--- src/rtl/gru_pkg.sv ---
// Shared widths, indices and beat layout for the VAD GRU weight streamer.
package gru_pkg;

  localparam int FLOAT   = 32;
  localparam int N_IN    = 24;
  localparam int N_UNITS = 24;
  localparam int N_GATES = 3;
  localparam int WADDR_W = 11;
  localparam int BADDR_W = 7;
  localparam int IDX_W   = 5;
  localparam int BEAT_W  = 3 * FLOAT + 2 * IDX_W + 2;

  typedef enum logic [1:0] {
    GATE_Z = 2'd0,
    GATE_R = 2'd1,
    GATE_H = 2'd2
  } gate_e;

  typedef enum logic [1:0] {
    ST_IDLE  = 2'd0,
    ST_RUN   = 2'd1,
    ST_DRAIN = 2'd2,
    ST_DONE  = 2'd3
  } state_e;

  typedef struct packed {
    logic [FLOAT-1:0] in_w;
    logic [FLOAT-1:0] rec_w;
    logic [FLOAT-1:0] bias;
    logic [IDX_W-1:0] unit;
    logic [IDX_W-1:0] k;
    logic             first;
    logic             last;
  } beat_t;

  // Keras kernel layout is [k][3*N_UNITS]; the gate picks a column block.
  function automatic logic [WADDR_W-1:0] kernel_addr(input logic [IDX_W-1:0] k,
                                                     input logic [1:0]       g,
                                                     input logic [IDX_W-1:0] j);
    return WADDR_W'(int'(k) * N_GATES * N_UNITS + int'(g) * N_UNITS + int'(j));
  endfunction

  function automatic logic [BADDR_W-1:0] bias_addr(input logic [1:0]       g,
                                                   input logic [IDX_W-1:0] j);
    return BADDR_W'(int'(g) * N_UNITS + int'(j));
  endfunction

endpackage

--- src/rtl/gru_rd_skid_fifo.sv ---
// Fall-through FIFO (depth 1 or 2) holding ROM return beats for the output port.
// Latency: 0 cycles when empty (input appears on output the same cycle), else 1 per entry.
// Backpressure: in_rdy drops only when full and the consumer is stalled.
module gru_rd_skid_fifo #(
  parameter int WIDTH = 108,
  parameter int DEPTH = 2
) (
  input  logic             clk,
  input  logic             rst,
  input  logic             in_vld,
  output logic             in_rdy,
  input  logic [WIDTH-1:0] in_dat,
  output logic             out_vld,
  input  logic             out_rdy,
  output logic [WIDTH-1:0] out_dat
);

  localparam int PW = (DEPTH > 1) ? $clog2(DEPTH) : 1;
  localparam int CW = $clog2(DEPTH + 1);
  localparam logic [CW-1:0] FULL = CW'(DEPTH);
  localparam logic [PW-1:0] LAST = PW'(DEPTH - 1);

  logic [WIDTH-1:0] mem [DEPTH];
  logic [PW-1:0]    rd_ptr;
  logic [PW-1:0]    wr_ptr;
  logic [CW-1:0]    cnt;
  logic             empty;
  logic             push;
  logic             pop;

  assign empty   = (cnt == '0);
  assign in_rdy  = (cnt != FULL) || out_rdy;
  assign out_vld = !empty || in_vld;
  // Idle output is forced to zero so the port never shows stale ROM data.
  assign out_dat = !empty ? mem[rd_ptr] : (in_vld ? in_dat : '0);
  assign pop     = !empty && out_rdy;
  assign push    = in_vld && in_rdy && !(empty && out_rdy);

  always_ff @(posedge clk) begin
    if (rst) begin
      rd_ptr <= '0;
      wr_ptr <= '0;
      cnt    <= '0;
      for (int i = 0; i < DEPTH; i++) begin
        mem[i] <= '0;
      end
    end else begin
      if (push) begin
        mem[wr_ptr] <= in_dat;
        wr_ptr      <= (wr_ptr == LAST) ? '0 : wr_ptr + 1'b1;
      end
      if (pop) begin
        rd_ptr <= (rd_ptr == LAST) ? '0 : rd_ptr + 1'b1;
      end
      cnt <= cnt + CW'(push) - CW'(pop);
    end
  end

endmodule

--- src/rtl/gru_weight_reader.sv ---
// Streams one GRU gate's (W, U, bias) triples per (unit j, input k), j outer; GRU_RD_SKID_EN selects a 2-deep buffer.
// Latency: start in cycle 0 -> first ROM read cycle 1 -> first m_valid cycle 2.
// Backpressure: reads are credit-gated so every ROM return has a buffer slot; m_ready stalls hold the beat.
module gru_weight_reader
  import gru_pkg::*;
(
  input  logic               clk,
  input  logic               rst,
  input  logic               start,
  input  logic [1:0]         gate_sel,
  output logic               busy,
  output logic               done,
  output logic               err,
  output logic               w_rd_en,
  output logic [WADDR_W-1:0] w_addr,
  input  logic [FLOAT-1:0]   in_w_data,
  input  logic [FLOAT-1:0]   rec_w_data,
  output logic [BADDR_W-1:0] b_addr,
  input  logic [FLOAT-1:0]   b_data,
  output logic               m_valid,
  input  logic               m_ready,
  output logic [FLOAT-1:0]   m_in_w,
  output logic [FLOAT-1:0]   m_rec_w,
  output logic [FLOAT-1:0]   m_bias,
  output logic [IDX_W-1:0]   m_unit,
  output logic [IDX_W-1:0]   m_k,
  output logic               m_first,
  output logic               m_last
);

`ifdef GRU_RD_SKID_EN
  localparam int BUF_DEPTH = 2;
`else
  localparam int BUF_DEPTH = 1;
`endif

  localparam logic [1:0]       DEPTH_L = 2'(BUF_DEPTH);
  localparam logic [IDX_W-1:0] K_LAST  = IDX_W'(N_IN - 1);
  localparam logic [IDX_W-1:0] J_LAST  = IDX_W'(N_UNITS - 1);

  state_e           state;
  gate_e            gate_q;
  logic [IDX_W-1:0] nj, nk;
  logic [IDX_W-1:0] iss_j, iss_k;
  logic [IDX_W-1:0] ret_j, ret_k;
  logic             ret_vld;
  logic [1:0]       pend;
  logic [1:0]       pend_left;
  logic             fire;
  logic             issue;
  logic             start_ok;
  logic             fifo_in_rdy;
  beat_t            ret_beat;
  beat_t            out_beat;

  // pend counts beats committed (read issued) but not yet handshaken downstream.
  assign fire      = m_valid && m_ready;
  assign pend_left = pend - {1'b0, fire};
  assign issue     = (state == ST_RUN) && (pend_left < DEPTH_L);
  assign start_ok  = start && (state == ST_IDLE) && (gate_sel < 2'(N_GATES));

  assign busy = (state != ST_IDLE);
  assign done = (state == ST_DONE);

  always_ff @(posedge clk) begin
    if (rst) begin
      state   <= ST_IDLE;
      gate_q  <= GATE_Z;
      nj      <= '0;
      nk      <= '0;
      iss_j   <= '0;
      iss_k   <= '0;
      ret_j   <= '0;
      ret_k   <= '0;
      ret_vld <= 1'b0;
      pend    <= '0;
      w_rd_en <= 1'b0;
      w_addr  <= '0;
      b_addr  <= '0;
      err     <= 1'b0;
    end else begin
      err     <= start && (state == ST_IDLE) && (gate_sel >= 2'(N_GATES));
      ret_vld <= w_rd_en;
      ret_j   <= iss_j;
      ret_k   <= iss_k;
      w_rd_en <= 1'b0;
      pend    <= pend_left;
      case (state)
        ST_IDLE: begin
          if (start_ok) begin
            state   <= ST_RUN;
            gate_q  <= gate_e'(gate_sel);
            w_rd_en <= 1'b1;
            w_addr  <= kernel_addr('0, gate_sel, '0);
            b_addr  <= bias_addr(gate_sel, '0);
            iss_j   <= '0;
            iss_k   <= '0;
            nj      <= '0;
            nk      <= IDX_W'(1);
            pend    <= pend_left + 2'd1;
          end
        end
        ST_RUN: begin
          if (issue) begin
            w_rd_en <= 1'b1;
            w_addr  <= kernel_addr(nk, gate_q, nj);
            b_addr  <= bias_addr(gate_q, nj);
            iss_j   <= nj;
            iss_k   <= nk;
            pend    <= pend_left + 2'd1;
            if (nk == K_LAST) begin
              nk <= '0;
              if (nj == J_LAST) begin
                nj    <= '0;
                state <= ST_DRAIN;
              end else begin
                nj <= nj + 1'b1;
              end
            end else begin
              nk <= nk + 1'b1;
            end
          end
        end
        ST_DRAIN: begin
          if (pend_left == '0) begin
            state <= ST_DONE;
          end
        end
        default: state <= ST_IDLE;
      endcase
    end
  end

  // ROM returns cannot be stalled; the credit check guarantees a free slot.
  always_ff @(posedge clk) begin
    if (!rst && ret_vld) begin
      assert (fifo_in_rdy);
    end
  end

  always_comb begin
    ret_beat       = '0;
    ret_beat.in_w  = in_w_data;
    ret_beat.rec_w = rec_w_data;
    ret_beat.bias  = b_data;
    ret_beat.unit  = ret_j;
    ret_beat.k     = ret_k;
    ret_beat.first = (ret_k == '0);
    ret_beat.last  = (ret_k == K_LAST);
  end

  gru_rd_skid_fifo #(
    .WIDTH (BEAT_W),
    .DEPTH (BUF_DEPTH)
  ) u_buf (
    .clk     (clk),
    .rst     (rst),
    .in_vld  (ret_vld),
    .in_rdy  (fifo_in_rdy),
    .in_dat  (ret_beat),
    .out_vld (m_valid),
    .out_rdy (m_ready),
    .out_dat (out_beat)
  );

  assign m_in_w  = out_beat.in_w;
  assign m_rec_w = out_beat.rec_w;
  assign m_bias  = out_beat.bias;
  assign m_unit  = out_beat.unit;
  assign m_k     = out_beat.k;
  assign m_first = out_beat.first;
  assign m_last  = out_beat.last;

endmodule

--- config.mk ---
export PLATFORM = sky130hd
export DESIGN_NAME = gru_weight_reader
export DESIGN_NICKNAME = d
export VERILOG_FILES = /design/src/rtl/gru_pkg.sv /design/src/rtl/gru_rd_skid_fifo.sv /design/src/rtl/gru_weight_reader.sv
export SDC_FILE = /design/constraint.sdc
export NUM_CORES = 1
export LEC_CHECK = 0
export BUFFER_PORTS_ARGS = -buffer_cell sky130_fd_sc_hd__buf_2
export CAP_MARGIN = 40
export CORE_ASPECT_RATIO = 0.5
export CORE_MARGIN = 2
export CORE_UTILIZATION = 40
export CTS_BUF_LIST = sky130_fd_sc_hd__clkbuf_16
export CTS_CLUSTER_DIAMETER = 100
export DETAILED_ROUTE_END_ITERATION = 10
export PLACE_DENSITY = 0.62
export SYNTH_ARGS = -nofsm -noshare
export SYNTH_HDL_FRONTEND = slang
export SYNTH_SLANG_ARGS = --single-unit
export TNS_END_PERCENT = 20
--- constraint.sdc ---
create_clock -name clk -period 9.7 [get_ports clk]
set_clock_uncertainty 0.15 [all_clocks]
set_input_delay 0 -clock clk [delete_from_list [all_inputs] [get_ports clk]]
set_output_delay 0 -clock clk [all_outputs]
set_load 0.01 [all_outputs]
Word-level counts from Yosys, hierarchy flattened
Memory sizes are Yosys's and may differ from the RTL's.
Cells that the tools add are included.
Widths: inputs -> output; s select.
{"block": "totals", "output_inout_bits": 131, "register_bits": 58, "input_bits": 102, "memories": 1, "ram_bits": 108, "elab_cells": 106}
{"block": "classes", "n_addsub": 9, "n_lt_le_gt_ge": 3, "n_mul": 4, "n_eq_ne": 11, "bitwise": 1, "reduce_logical": 22, "n_mux": 40}
{"name": "u_buf.mem", "depth": 1, "word_bits": 108, "read_ports": 1, "rd_ports_with_merged_regs": 0, "write_ports": 1, "line_no": "gru_rd_skid_fifo.sv:23", "text": "logic [WIDTH-1:0] mem [DEPTH];"}
{"operator": "$mux 108", "n": 3}
{"operator": "$reduce_or 108->1", "n": 1}
{"operator": "$mux 5", "n": 9}
{"operator": "$pmux 5 s2", "n": 4}
{"operator": "$mux 11", "n": 2}
{"operator": "$pmux 11 s2", "n": 1}
{"operator": "$eq 5x5->1 const B", "n": 3}
{"operator": "$mux 2", "n": 7}
{"operator": "$mux 7", "n": 2}
{"operator": "$pmux 7 s2", "n": 1}
{"operator": "$add 11x6->11", "n": 1}
{"operator": "$add 11x7->11", "n": 1}
{"operator": "$add 5x1->5 const B", "n": 2}
{"operator": "$logic_and 1x1->1", "n": 9}
{"operator": "$mul 2x2->4 const B", "n": 2}
{"operator": "$mul 7x2->8 const B", "n": 1}
{"operator": "$mux 1", "n": 8}
{"operator": "$add 7x5->7", "n": 1}
{"operator": "$mul 5x2->7 const B", "n": 1}
{"operator": "$ne 2x2->1 const B", "n": 3}
{"operator": "$pmux 2 s3", "n": 1}
{"operator": "$logic_not 5->1", "n": 1}
{"operator": "$reduce_and 5->1", "n": 1}
{"operator": "$eq 2x2->1 const B", "n": 2}
{"operator": "19 further kinds", "n": 23}

Longest topological paths before layout
Gate-level depths: netlist of the first run.
{"block": "logic_depth", "ltp_word": 9, "mapped_depth": 14, "depth_no_buf": 14}

Cells and area by module
From an unflattened synthesis of the first run, not the netlist that was laid out.
{"block": "hier_totals", "cells_unflattened": 921, "area_unflattened_um2": 8242.9}
{"mod": "gru_rd_skid_fifo", "n_inst": 1, "area_per_inst_um2": 5300.1, "cells_per_inst": 597, "seq_area_each_um2": 3263.1}
{"mod": "gru_weight_reader", "n_inst": 1, "area_per_inst_um2": 2942.8, "cells_per_inst": 324, "seq_area_each_um2": 1021.0}

Worst setup path after synthesis of the first run
OpenSTA, ideal clock, no wires.
{"block": "synth_timing", "kind": "reg2reg", "start": "register u_buf.cnt", "end": "memory u_buf.mem[0][0], enable pin", "path_stages_with_launch": 5, "synth_period_minus_slack_ps": 3811, "required_ps": 9065, "arrival_time_ps": 3175, "setup_slack_ps": 5889, "setup_ps": 485, "n_path_buf": 1, "path_cell_list": "dfxtp_1 > buf_4 > nand2b_1 > nand3_1 > nand2b_1"}
{"block": "synth_between", "elab_chain_len": 9}
{"item": "start: declaration", "line_no": "gru_rd_skid_fifo.sv:26", "text": "logic [CW-1:0] cnt;"}
{"item": "start signal: assignment", "line_no": "gru_rd_skid_fifo.sv:55", "text": "cnt <= cnt + CW'(push) - CW'(pop);"}
{"item": "$not 1->1 *", "line_no": "gru_rd_skid_fifo.sv:31, gru_rd_skid_fifo.sv:32"}
{"item": "$logic_or 1x1->1 or $logic_and 1x1->1 (tied branches)", "line_no": "gru_rd_skid_fifo.sv:32, gru_rd_skid_fifo.sv:37"}
{"item": "$logic_and 1x1->1 or $logic_not 1->1 (tied branches)", "line_no": "gru_rd_skid_fifo.sv:37", "text": "assign push = in_vld && in_rdy && !(empty && out_rdy);"}
{"item": "$logic_and 1x1->1 *", "line_no": "gru_rd_skid_fifo.sv:37"}
{"item": "$mux 1 *", "line_no": "gru_rd_skid_fifo.sv:48", "text": "if (push) begin"}
{"item": "$mux 1 *", "line_no": "gru_rd_skid_fifo.sv:40", "text": "if (rst) begin"}
{"item": "$mux 1 (not written as such) *", "line_no": "gru_rd_skid_fifo.sv:49", "text": "mem[wr_ptr] <= in_dat;"}
{"item": "$reduce_or 108->1 (no line)"}
{"item": "$mux 1 (no line) *"}
{"item": "end: declaration", "line_no": "gru_rd_skid_fifo.sv:23"}
Mark *: on every way between the ends. The rest lies on a longest branch, timed or not.

Worst setup path after layout of the first run
{"block": "layout_timing", "start": "register nk[0]", "end": "register w_addr[8]"}
{"block": "layout_between", "elab_chain_len": 6}
{"item": "start: declaration", "line_no": "gru_weight_reader.sv:43", "text": "logic [IDX_W-1:0] nj, nk;"}
{"item": "start signal: assignment", "line_no": "gru_weight_reader.sv:120", "text": "nk <= nk + 1'b1;"}
{"item": "$mul 5x2->7", "line_no": "gru_pkg.sv:40", "text": "return WADDR_W'(int'(k) * N_GATES * N_UNITS + int'(g) * N_UNITS + int'(j));"}
{"item": "$mul 7x2->8", "line_no": "gru_pkg.sv:40"}
{"item": "$add 11x7->11", "line_no": "gru_pkg.sv:40"}
{"item": "$add 11x6->11", "line_no": "gru_pkg.sv:40"}
{"item": "$mux 11", "line_no": "gru_weight_reader.sv:104", "text": "if (issue) begin"}
{"item": "$pmux 11 s2", "line_no": "gru_weight_reader.sv:88", "text": "case (state)"}
{"item": "end signal: assignment", "line_no": "gru_weight_reader.sv:94", "text": "w_addr <= kernel_addr('0, gate_sel, '0);"}
{"item": "end signal: assignment", "line_no": "gru_weight_reader.sv:106", "text": "w_addr <= kernel_addr(nk, gate_q, nj);"}
{"item": "end: declaration", "line_no": "gru_weight_reader.sv:15", "text": "output logic [WADDR_W-1:0] w_addr,"}
No other way between the ends. The select of a mux whose other input is x is not followed.
A chain may end at the register's enable or synchronous reset.

==> reports/qor.yml, run 1 <==
finish:
  drive_gt1_share_pct: 27.2
  nets: 1161
  antenna_cells: 0
  final_area_um2: 11000
  syn2layout_area_growth_pct: 36.7
  fin_util_pct: 56.2
floorplan:
  ioPinCount: 233
  die_w_um: 205
  dieArea_um2: 21400
  rows: 36
  fp.dieH_um: 104
  start_util_pct: 41.1
  core_area_um2: 19600
placement:
  placed_area_um2: 9380
  io_buffers: 232
  dp.final_hpwl_mm: 13.1
  post-place-ws_ns: 5.79
  gp_congestion: 0.799
run:
  drv_cap: 0
detailed_routing:
  drt_iter0_drc: 477
  drt_pass1_iterations: 4
  finalWirelength_mm: 20.7
  drcViolationCount: 0
  wl_per_cell_um: 15.9
  drtAntennaViolNets: 0
  num_vias: 6524
  via_per_inst: 5.02
synth:
  ys.warnings.count: 0
  syn_area_um2: 8060
  synth_area_leaders: "edfxtp_1 40%, dfxtp_1 13%, a22o_1 11%"
  synth_ff_type: "edfxtp_1"
  synth_top_area_share_pct: 40.3
  synth_edf_count: 108
  synthCells: 714
  synth-async-reset-ratio_pct: 0
  ys_types: 59
  yosysSeqAreaShare_pct: 53.2
  syn_avg_cell_area_um2: 11.3
  synth_area_leader_cell: "edfxtp_1"
  syn_nets: 855
  ys_ff_latch: 160
global_routing:
  grt_pass1_vias: 6548
  grt_first_pass_wirelength_mm: 33.2
  grt_usage_pct: 19.5
  antenna_found_initial: 0
  grt_max_degree: 94
  overflow: 0
cts:
  clock_path_buffers: 2
  cts_setup_buffers: 0
  clk_latency_ns: 0.42
  clkTransAtPathRegs_ns: 0.07
  cts_buffers: 17
  cts_sinks: 160
  cts_resized: 0
  cts_tree: "done"
  htreeDepth: 4
  cts-root-buf: "clkbuf_16"
timing:
  fmax_mhz: 254
  finalWorstPathRequiredPeriod_ns: 3.94
  finalMaxSlewViolations: 0
  setup_ws_ns: 5.76
  rsz0062_at_grt: "no"
  max_slew.worst_pin.slew_ns: 0.850
  hold_violations: 0
  slew_headroom_pct: 43.2
  finalSetupViolCount: 0
  tns_ns: 0
  timing.final.crit_share_pct: 40.6
worst_setup_path:
  worstPathRequired_ns: 9.85
  critical_path_class: "register to register"
  crit_fanout: 7
  startpoint_type: "register"
  startpoint: "nk[0]"
  end_kind: "register"
  regToRegSetupSlack_ns: 5.76
  timing.rr.end: "w_addr[8]"
  r2r-start: "nk[0]"
  arrival_ns: 4.09
  reg2reg_depth: 13
  crit_end: "w_addr[8]"
pwr:
  powerDensity_nw_per_um2: 190
  peakVddDrop_mv: 0.126
  finalPower_w: 0.00209
  p_leak_nw: 4.92
outcome:
  status: "finished, final reports clean"
hold_path:
  hp-class: "input port to register"
## cells in the mapped netlist (all sizes together) (2+ instances only)
cell type	number
ha	33
a32oi	2
nand2	28
a21oi	20
a211oi	7
and2b	2
nand4	2
or3	2
o31ai	2
fa	6
o21a	2
dfxtp	52
a21o	3
nand2b	9
a22o	101
clkbuf	40
xnor2	8
nand3	9
o21ai	15
inv	26
edfxtp	108
a22oi	13
nand3b	3
a221oi	4
or4	3
a222oi	2
xor2	5
nor4	2
buf	15
nor3	3
nor2	45
nor2b	15
and2	108
## stage by stage
stage | instances | hold WS [ns]
after floorplan | 714 | -0.00251
after global placement | 1164 | 0.141
after detailed placement | 1164 | 0.145
after CTS | 1299 | 0.235
after global routing | 1299 | 0.252
final | 1299 | 0.258
## worst max-delay path, cell delays in order, from the launching register on
cell	delay (ns)
dfxtp_1	0.48
ha_1	0.30
inv_1	0.08
fa_1	0.49
inv_1	0.08
fa_1	0.48
ha_1	0.31
inv_1	0.06
fa_1	0.43
nand2b_1	0.17
o2bb2ai_1	0.18
or3_1	0.36
a32oi_1	0.19
nor2_1	0.05
## registers in the layout, indices dropped and copies added (netlist names)
register and count:
pend 2, w_addr 11, state 2, nk 5, iss_j 2, u_buf.cnt 1, iss_k 5, err 1
ret_k 5, b_addr 4, nj 5, ret_vld 1, u_buf.mem 108, w_rd_en 1, ret_j 5, gate_q 2
## cells by family after synthesis
| family | count (synthesis) | synth area share (%) |
|---|---|---|
| and+or+nand+nor | 240 | 16.6 |
| DFF | 160 | 53.2 |
| muxes | 1 | 0.124 |
| buffers and inverters | 81 | 4.21 |
| adders and majority gates | 39 | 6.62 |
| xor gates and xnor gates | 13 | 1.41 |
| AOI/OAI and AO/OA | 180 | 17.8 |
## final cells by class
cell class | count | area (µm²)
Sequential cell | 160 | 4290
Fill cell | 1693 | 8580
Clock inverter | 15 | 169
Multi-Input combinational cell | 473 | 3450
Timing Repair Buffer | 342 | 2240
Clock buffer | 17 | 425
Inverter | 26 | 97.6
Tap cell | 266 | 333
## where the power goes
group / leakage [nW] / internal (W) / switching (W) / total, W
Clock: 0.290 / 0.000403 / 0.000281 / 0.000684
Combinational: 3.08 / 0.000245 / 0.000334 / 0.000579
Sequential: 1.54 / 0.000794 / 0.0000353 / 0.000829
## worst min-delay path by stage
stage                     slack [ns]               end  cells past startpoint           from
after CTS                       0.24  u_buf.mem[0][39]                      3     b_data[27]
after global routing            0.25  u_buf.mem[0][90]                      3  in_w_data[14]
after detailed placement        0.15         gate_q[1]                      3    gate_sel[1]
final                           0.26  u_buf.mem[0][93]                      3  in_w_data[17]
after global placement          0.14         gate_q[1]                      3    gate_sel[1]
after floorplan               -0.003         gate_q[1]                      2    gate_sel[1]
## cell usage in the layout (no fill, tap or decap), types with 8 or more instances in the layout
cell type and count:
and2_1 108, nor2_1 44, inv_1 25, nor2b_1 14
nand2b_1 8, a22oi_1 13, dfxtp_1 51, nand2_1 28
o21ai_0 10, a22o_1 101, buf_2 232, nand3_1 9
dlygate4sd3_1 103, edfxtp_1 108, xnor2_1 8, ha_1 33
a21oi_1 20, clkbuf_16 17
## what timing repair did
action                                  CTS  global route
hold buffers                            103             0
endpoints found under the setup margin    0             0
hold endpoints to repair                120             0
## per-layer routing
metal / track usage, % / vias up / share of wire (%)
met2: 33.3 / 154 / 48
met5: 0 / - / 0
li1: - / 3218 / -
met3: 4.01 / 33 / 4.7
met4: 7.82 / 0 / 2.5
met1: 24.0 / 3119 / 45
Power figures use the tool's default switching activity.
==> run 2: changes to the inputs <==
--- a/config.mk
+++ b/config.mk
@@ -5,6 +5,7 @@
 export SDC_FILE = /design/constraint.sdc
 export NUM_CORES = 1
 export LEC_CHECK = 0
+export ABC_AREA = 1
 export BUFFER_PORTS_ARGS = -buffer_cell sky130_fd_sc_hd__buf_2
 export CAP_MARGIN = 40
 export CORE_ASPECT_RATIO = 0.5
==> constraint.sdc (replaced) <==
create_clock -name clk -period 3.95 [get_ports clk]
set_clock_uncertainty 0.15 [all_clocks]
set_input_delay 0 -clock clk [delete_from_list [all_inputs] [get_ports clk]]
set_output_delay 0 -clock clk [all_outputs]
set_load 0.01 [all_outputs]
==> run 2 against run 1 <==
Compared with the run above:
- combinational power rose to 2.9 times the previous value
- power rose to 2.5 times the previous value
- highest routed layer unchanged
- die area rose by 2.2%
- critical endpoint is now w_addr[10]
- sequential share of layout area fell by 0.68 points
- first-iteration DRC count rose by 12%
==> reports/qor.yml, run 2 <==
detailed_routing:
  via_per_inst: 4.74  # -5.7%
  wl_per_cell_um: 13.4  # -16%
  drtAntennaViolNets: 0  # unchanged
  num_vias: 7444  # +14%
  drcViolationCount: 0  # unchanged
  drt_pass1_iterations: 5  # +1
  drt_iter0_drc: 533  # +12%
  finalWirelength_mm: 21.1  # +1.9%
global_routing:
  grt_usage_pct: 19.5  # +0.023 points
  grt_first_pass_wirelength_mm: 34.0  # +2.4%
  grt_pass1_vias: 7147  # +9.1%
  overflow: 0  # unchanged
  gr-max-usage-layer: "met2"
  grt_util_met1_pct: 23.0  # -0.98 points
  grt_max_degree: 109  # +16%
  antenna_found_initial: 0  # unchanged
  met3_usage_pct: 4.02  # +0.0098 points
  use_met2_pct: 34.8  # +1.6 points
finish:
  fin_util_pct: 55.0  # -1.2 points
  antenna_cells: 0  # unchanged
  nets: 1426  # +23%
  reg_top3: "u_buf.mem: 108 flops, w_addr: 11 flops"
  drive_gt1_share_pct: 22.3  # -4.9 points
  regMostFlops: "u_buf.mem"
  syn2layout_area_growth_pct: 36.1
  final_area_um2: 11200  # +1.8%
  largest_reg_flops: 108  # unchanged
  layout_commonest_cell: "buf_2"
  mostFrequentLayoutCells: "232 x buf_2, 184 x nand2_1, 166 x inv_1, 143 x nor2_1, 126 x o21ai_0"
  fin_cells: 1571  # +21%
floorplan:
  rows: 37  # +2.8%
  core_area_um2: 20400  # +4.0%
  ioPinCount: 233  # unchanged
  dieArea_um2: 21800  # +2.2%
  die_w_um: 207  # +1.1%
  fp.dieH_um: 105  # +1.1%
  start_util_pct: 40.4  # -0.69 points
cts:
  cts-root-buf: "clkbuf_16"
  cts_sinks: 160  # unchanged
  htreeDepth: 4  # unchanged
  cts_tree: "done"
  cts_buffers: 17  # unchanged
  clock_path_buffers: 2  # unchanged
  clk_latency_ns: 0.43  # about the same
  clkTransAtPathRegs_ns: 0.07  # about the same
  cts_setup_buffers: 0  # unchanged
timing:
  fmax_mhz: 276  # +8.8%
  hold_violations: 0  # unchanged
  hold_ws_ns: 0.258  # +0.000579 ns
  finalSetupViolCount: 0  # unchanged
  timing.final.crit_share_pct: 91.6  # +51 points
  finalWorstPathRequiredPeriod_ns: 3.62  # -0.319 ns
  slew_headroom_pct: 48.3  # +5.1 points
  finalMaxSlewViolations: 0  # unchanged
  max_slew.worst_pin.slew_ns: 0.774  # -0.0755 ns
  tns_ns: 0  # unchanged
  rsz0062_at_grt: "no"
run:
  drv_cap: 0  # unchanged
synth:
  synth_area_leader_cell: "edfxtp_1"
  ys_ff_latch: 160  # unchanged
  synth_top_area_share_pct: 39.4  # -0.87 points
  syn_avg_cell_area_um2: 8.46  # -25%
  ys_types: 40  # -32%
  ys.warnings.count: 0  # unchanged
  yosysMostFrequentCell: "nand2_1"
  synth_edf_count: 108  # unchanged
  syn_nets: 1114  # +30%
  synth_ff_type: "edfxtp_1"
  synth_area_leaders: "edfxtp_1 39%, dfxtp_1 13%, nand2_1 8.4%"
  syn_area_um2: 8230  # +2.2%
  synthTopCellsByCount: "184 x nand2_1, 167 x inv_1, 143 x nor2_1"
  yosysSeqAreaShare_pct: 52.0  # -1.2 points
  synthCells: 973  # +36%
  synth-async-reset-ratio_pct: 0  # unchanged
placement:
  dp.final_hpwl_mm: 13.5  # +2.7%
  post-place-cells: 1435  # +23%
  io_buffers: 232  # unchanged
  placed_area_um2: 9600  # +2.3%
  gp_congestion: 0.799  # about the same
hold_path:
  hp-class: "register to register"
  hold_depth: 2  # -1
worst_setup_path:
  end_kind: "register"
  reg2reg_depth: 15  # +2
  arrival_ns: 3.76  # -0.33 ns
  startpoint_type: "register"
  worstPathRequired_ns: 4.09  # -5.76 ns
  critical_path_class: "register to register"
  crit_fanout: 5  # -2
pwr:
  peakVddDrop_mv: 0.323  # +160%
  powerDensity_nw_per_um2: 476  # +150%
  p_leak_nw: 5.35  # +8.7%
outcome:
  status: "finished, final reports clean"
-- run 2: cell types whose count changed after synthesis, moves of 99 or more --
cell | before | now
o21ai_0 | 10 | 128
inv_1 | 25 | 167
nor2_1 | 44 | 143
nand2_1 | 28 | 184
and2_1 | 108 | 0
a22o_1 | 101 | 0
-- run 2: worst max-delay path, cell delays in order, from the launching register on --
cell     delay [ns]
dfxtp_1        0.43
ha_1           0.28
inv_1          0.08
fa_1           0.48
inv_1          0.08
fa_1           0.49
xor2_1         0.19
ha_1           0.30
ha_1           0.34
nand2_1        0.07
o21ai_1        0.18
nand3_1        0.13
nor2_1         0.11
nand2_1        0.05
nand3_1        0.06
a21oi_1        0.06
-- run 2: layout make-up --
type                       count  area, µm²
clock inverter                14        113
clock buffer                  18        450
timing repair buffer         342       2290
inverter                     169        634
multi-input combinational    595       3090
sequential                   160       4290
fill                        1846       9170
tap                          273        342
-- run 2: metal layers --
| layer | share of wire [%] | up-vias |
|---|---|---|
| met4 | 2.2 | 0 |
| met2 | 51 | 205 |
| met3 | 4.6 | 43 |
| li1 | - | 3729 |
| met5 | 0 | - |
| met1 | 42 | 3467 |
-- run 2: repair_timing --
action | 4_1_cts | 5_1_grt
resized for setup | 0 | 1
hold buffers | 104 | 0
endpoints found under the setup margin | 0 | 1
hold endpoints to repair | 125 | 0
-- run 2: per-stage QoR --
stage                     power, W  setup WS [ns]
after floorplan            0.00324          0.554
after global placement     0.00365          0.322
after detailed placement   0.00368          0.251
after CTS                  0.00538          0.229
after global routing       0.00568        0.00944
final                      0.00533          0.331
-- run 2: final timing paths --
path / startpoint / end / slack (ns)
worst min-delay path: iss_k[4] / ret_k[4] / 0.26
worst max register to register: nk[0] / w_addr[10] / 0.33
worst min register to register: iss_k[4] / ret_k[4] / 0.26
worst max-delay path: nk[0] / w_addr[10] / 0.33
-- run 2: report_power, final --
| group | leakage, nW | switching [W] | internal, W |
|---|---|---|---|
| combinational | 3.52 | 0.00109 | 0.000617 |
| sequential | 1.54 | 0.0000744 | 0.00196 |
| clock | 0.284 | 0.000735 | 0.000862 |
| total | 5.35 | 0.00190 | 0.00343 |
-- run 2: logic make-up (layout without fill, tap and decap cells) --
group / after synthesis / after routing / share of synthesized area (%)
compound gates: 171 / 171 / 10.9
xor+xnor: 10 / 10 / 1.06
fa+ha+maj: 39 / 39 / 6.47
buf+inv: 218 / 543 / 10.6
flops: 160 / 160 / 52.0
simple gates: 375 / 375 / 18.9
==> run 3: changes to the inputs <==
--- a/config.mk
+++ b/config.mk
@@ -14,7 +14,6 @@
 export CTS_BUF_LIST = sky130_fd_sc_hd__clkbuf_16
 export CTS_CLUSTER_DIAMETER = 100
 export DETAILED_ROUTE_END_ITERATION = 10
-export PLACE_DENSITY = 0.62
 export SYNTH_ARGS = -nofsm -noshare
 export SYNTH_HDL_FRONTEND = slang
 export SYNTH_SLANG_ARGS = --single-unit
==> constraint.sdc (replaced) <==
create_clock -name clk -period 3.95 [get_ports clk]
set_clock_uncertainty 0.15 [all_clocks]
set_input_delay 0 -clock clk [delete_from_list [all_inputs] [get_ports clk]]
set_output_delay 0 -clock clk [all_outputs]
set_load 0.02 [all_outputs]
==> run 3 against run 2 <==
Compared with the run above:
- non-clock buffer count grew 1
- die area is the same
- sequential cell count is the same
- maximum frequency shrank 0.42%
- routed wire length grew 1.1%
- via count shrank 1.1%
- sequential power is essentially flat
- worst hold slack gained 0.0020 ns
- power grew 3.0%
- core utilization grew 0.062 points
- sequential share of layout area is essentially flat
- largest cell class unchanged
==> reports/qor.yml, run 3 (same netlist as run 2, synthesis figures left out) <==
global_routing:
  grt_usage_pct: 19.6  # +0.066 points
  grt_max_degree: 67  # -39%
  grt_pass1_vias: 7189  # +0.59%
  overflow: 0  # unchanged
  grt_first_pass_wirelength_mm: 34.3  # +0.95%
  antenna_found_initial: 0  # unchanged
cts:
  clkTransAtPathRegs_ns: 0.07  # about the same
  clk_latency_ns: 0.42  # about the same
  cts-root-buf: "clkbuf_16"
  htreeDepth: 4  # unchanged
  clock_path_buffers: 2  # unchanged
  cts_buffers: 17  # unchanged
  cts_sinks: 160  # unchanged
  cts_tree: "done"
timing:
  finalSetupViolCount: 0  # unchanged
  max_slew.worst_pin.slew_ns: 0.748  # -0.0269 ns
  fmax_mhz: 275  # -0.42%
  timing.final.crit_share_pct: 92.0  # +0.38 points
  slew_headroom_pct: 50.1  # +1.8 points
  hold_violations: 0  # unchanged
  finalMaxSlewViolations: 0  # unchanged
  rsz0062_at_grt: "no"
  finalWorstPathRequiredPeriod_ns: 3.63  # +0.0152 ns
  setup_ws_ns: 0.316  # -0.0152 ns
  tns_ns: 0  # unchanged
detailed_routing:
  drt_pass1_iterations: 4  # -1
  wl_per_cell_um: 13.5  # +0.99%
  drtAntennaViolNets: 0  # unchanged
  via_per_inst: 4.68  # -1.2%
  finalWirelength_mm: 21.3  # +1.1%
  drcViolationCount: 0  # unchanged
  drt_iter0_drc: 495  # -7.1%
  num_vias: 7360  # -1.1%
worst_setup_path:
  slowest_delay_ns: 0.49  # about the same
  critPathBufInv: 3  # +1
  slowest_stage: "fa_1"
  critical_path.top_delay_family: "adder cells"
  worstPathRequired_ns: 4.15  # +0.06 ns
  crit_fanout: 5  # unchanged
  arrival_ns: 3.83  # +0.07 ns
  critical_path_class: "register to register"
  end_kind: "register"
  path_cells: "ha_2 -> inv_1 -> fa_1 -> inv_1 -> fa_1 -> xor2_1 -> ha_1 -> ha_1 -> nand2_1 -> o21ai_1 -> inv_1 -> nor2_1 -> nand2_1 -> nand2_1 -> nand3_1 -> a21oi_1"
  startpoint_type: "register"
  regToRegSetupSlack_ns: 0.32  # -0.02 ns
floorplan:
  fp.dieH_um: 105  # unchanged
  die_w_um: 207  # unchanged
  core_area_um2: 20400  # unchanged
  rows: 37  # unchanged
  ioPinCount: 233  # unchanged
  start_util_pct: 40.4  # unchanged
  dieArea_um2: 21800  # unchanged
finish:
  mostFrequentLayoutCells: "232 x buf_2, 184 x nand2_1, 166 x inv_1, 143 x nor2_1, 126 x o21ai_0"
  largest_reg_flops: 108  # unchanged
  layout_commonest_cell: "buf_2"
  regMostFlops: "u_buf.mem"
  nets: 1427  # +0.070%
  syn2layout_area_growth_pct: 36.2
  drive_gt1_share_pct: 22.3  # +0.060 points
  fillerInstances: 1863  # +0.92%
  reg_top3: "u_buf.mem: 108 flops, w_addr: 11 flops"
  antenna_cells: 0  # unchanged
pwr:
  p_leak_nw: 5.35  # about the same
  peakVddDrop_mv: 0.360  # +12%
  powerDensity_nw_per_um2: 489  # +2.9%
hold_path:
  hp-class: "register to register"
placement:
  dp.final_hpwl_mm: 13.7  # +1.7%
  io_buffers: 232  # unchanged
  gp_congestion: 0.770  # -3.7%
  post-place-ws_ns: 0.228  # -0.0229 ns
run:
  drv_cap: 0  # unchanged
outcome:
  status: "finished, final reports clean"
## run 3: cell count changes in the layout (fill, tap and decap cells not counted), sizes merged
cell,before,now
buf,238,239
bufinv,0,1
clkinv,2,7
inv,181,175
## run 3: cell type report
class                      count  area [µm²]  area share, %
tap                          273         342           3.05
multi-input combinational    595        3090           27.5
clock buffer                  18         450           4.02
sequential                   160        4290           38.2
inverter                     169         634           5.66
timing repair buffer         343        2290           20.4
clock inverter                14         128           1.14
## run 3: worst min-delay path, cell delays in order (launching register included)
cell and delay [ns]:
dfxtp_1 0.29, inv_1 0.04, nor2_1 0.04
## run 3: per-stage QoR
| step | util, % | cells | hold slack [ns] | instance area, µm² | power [W] |
|---|---|---|---|---|---|
| final | 55.1 | 1572 | 0.260 | 11200 | 0.00549 |
| after global routing | 55.1 | 1572 | 0.277 | 11200 | 0.00586 |
| after global placement | 47.0 | 1435 | 0.138 | 9570 | 0.00377 |
| after CTS | 55.1 | 1572 | 0.240 | 11200 | 0.00554 |
| after detailed placement | 47.1 | 1436 | 0.138 | 9600 | 0.00381 |
| after floorplan | - | 973 | -0.00812 | 8250 | 0.00335 |
## run 3: routing by layer
| metal | up-vias | routed length, µm | global-route usage (%) |
|---|---|---|---|
| li1 | 3728 | - | - |
| met1 | 3417 | 9310 | 23.6 |
| met2 | 167 | 10600 | 33.9 |
| met3 | 48 | 782 | 4.21 |
| met4 | 0 | 603 | 8.00 |
| met5 | - | 0 | 0 |
## run 3: worst paths after layout
check,start,endpoint,depth (start not counted)
hold reg to reg,iss_k[3],ret_k[3],2
setup / recovery,nk[0],w_addr[10],16
setup reg to reg,nk[0],w_addr[10],16
hold / removal,iss_k[3],ret_k[3],2
## run 3: report_power, final
| group | internal, W | total (W) | switching (W) | leakage [nW] |
|---|---|---|---|---|
| registers | 0.00196 | 0.00204 | 0.0000795 | 1.54 |
| clock network | 0.000914 | 0.00163 | 0.000715 | 0.289 |
| logic | 0.000619 | 0.00183 | 0.00121 | 3.52 |
| total | 0.00349 | 0.00549 | 0.00200 | 5.35 |
## run 3: repair_timing
action | CTS | global route
buffers inserted | 0 | 0
hold buffers | 104 | 0
endpoints found under the hold margin | 125 | 0
resized for setup | 0 | 2
setup endpoints to repair | 0 | 1
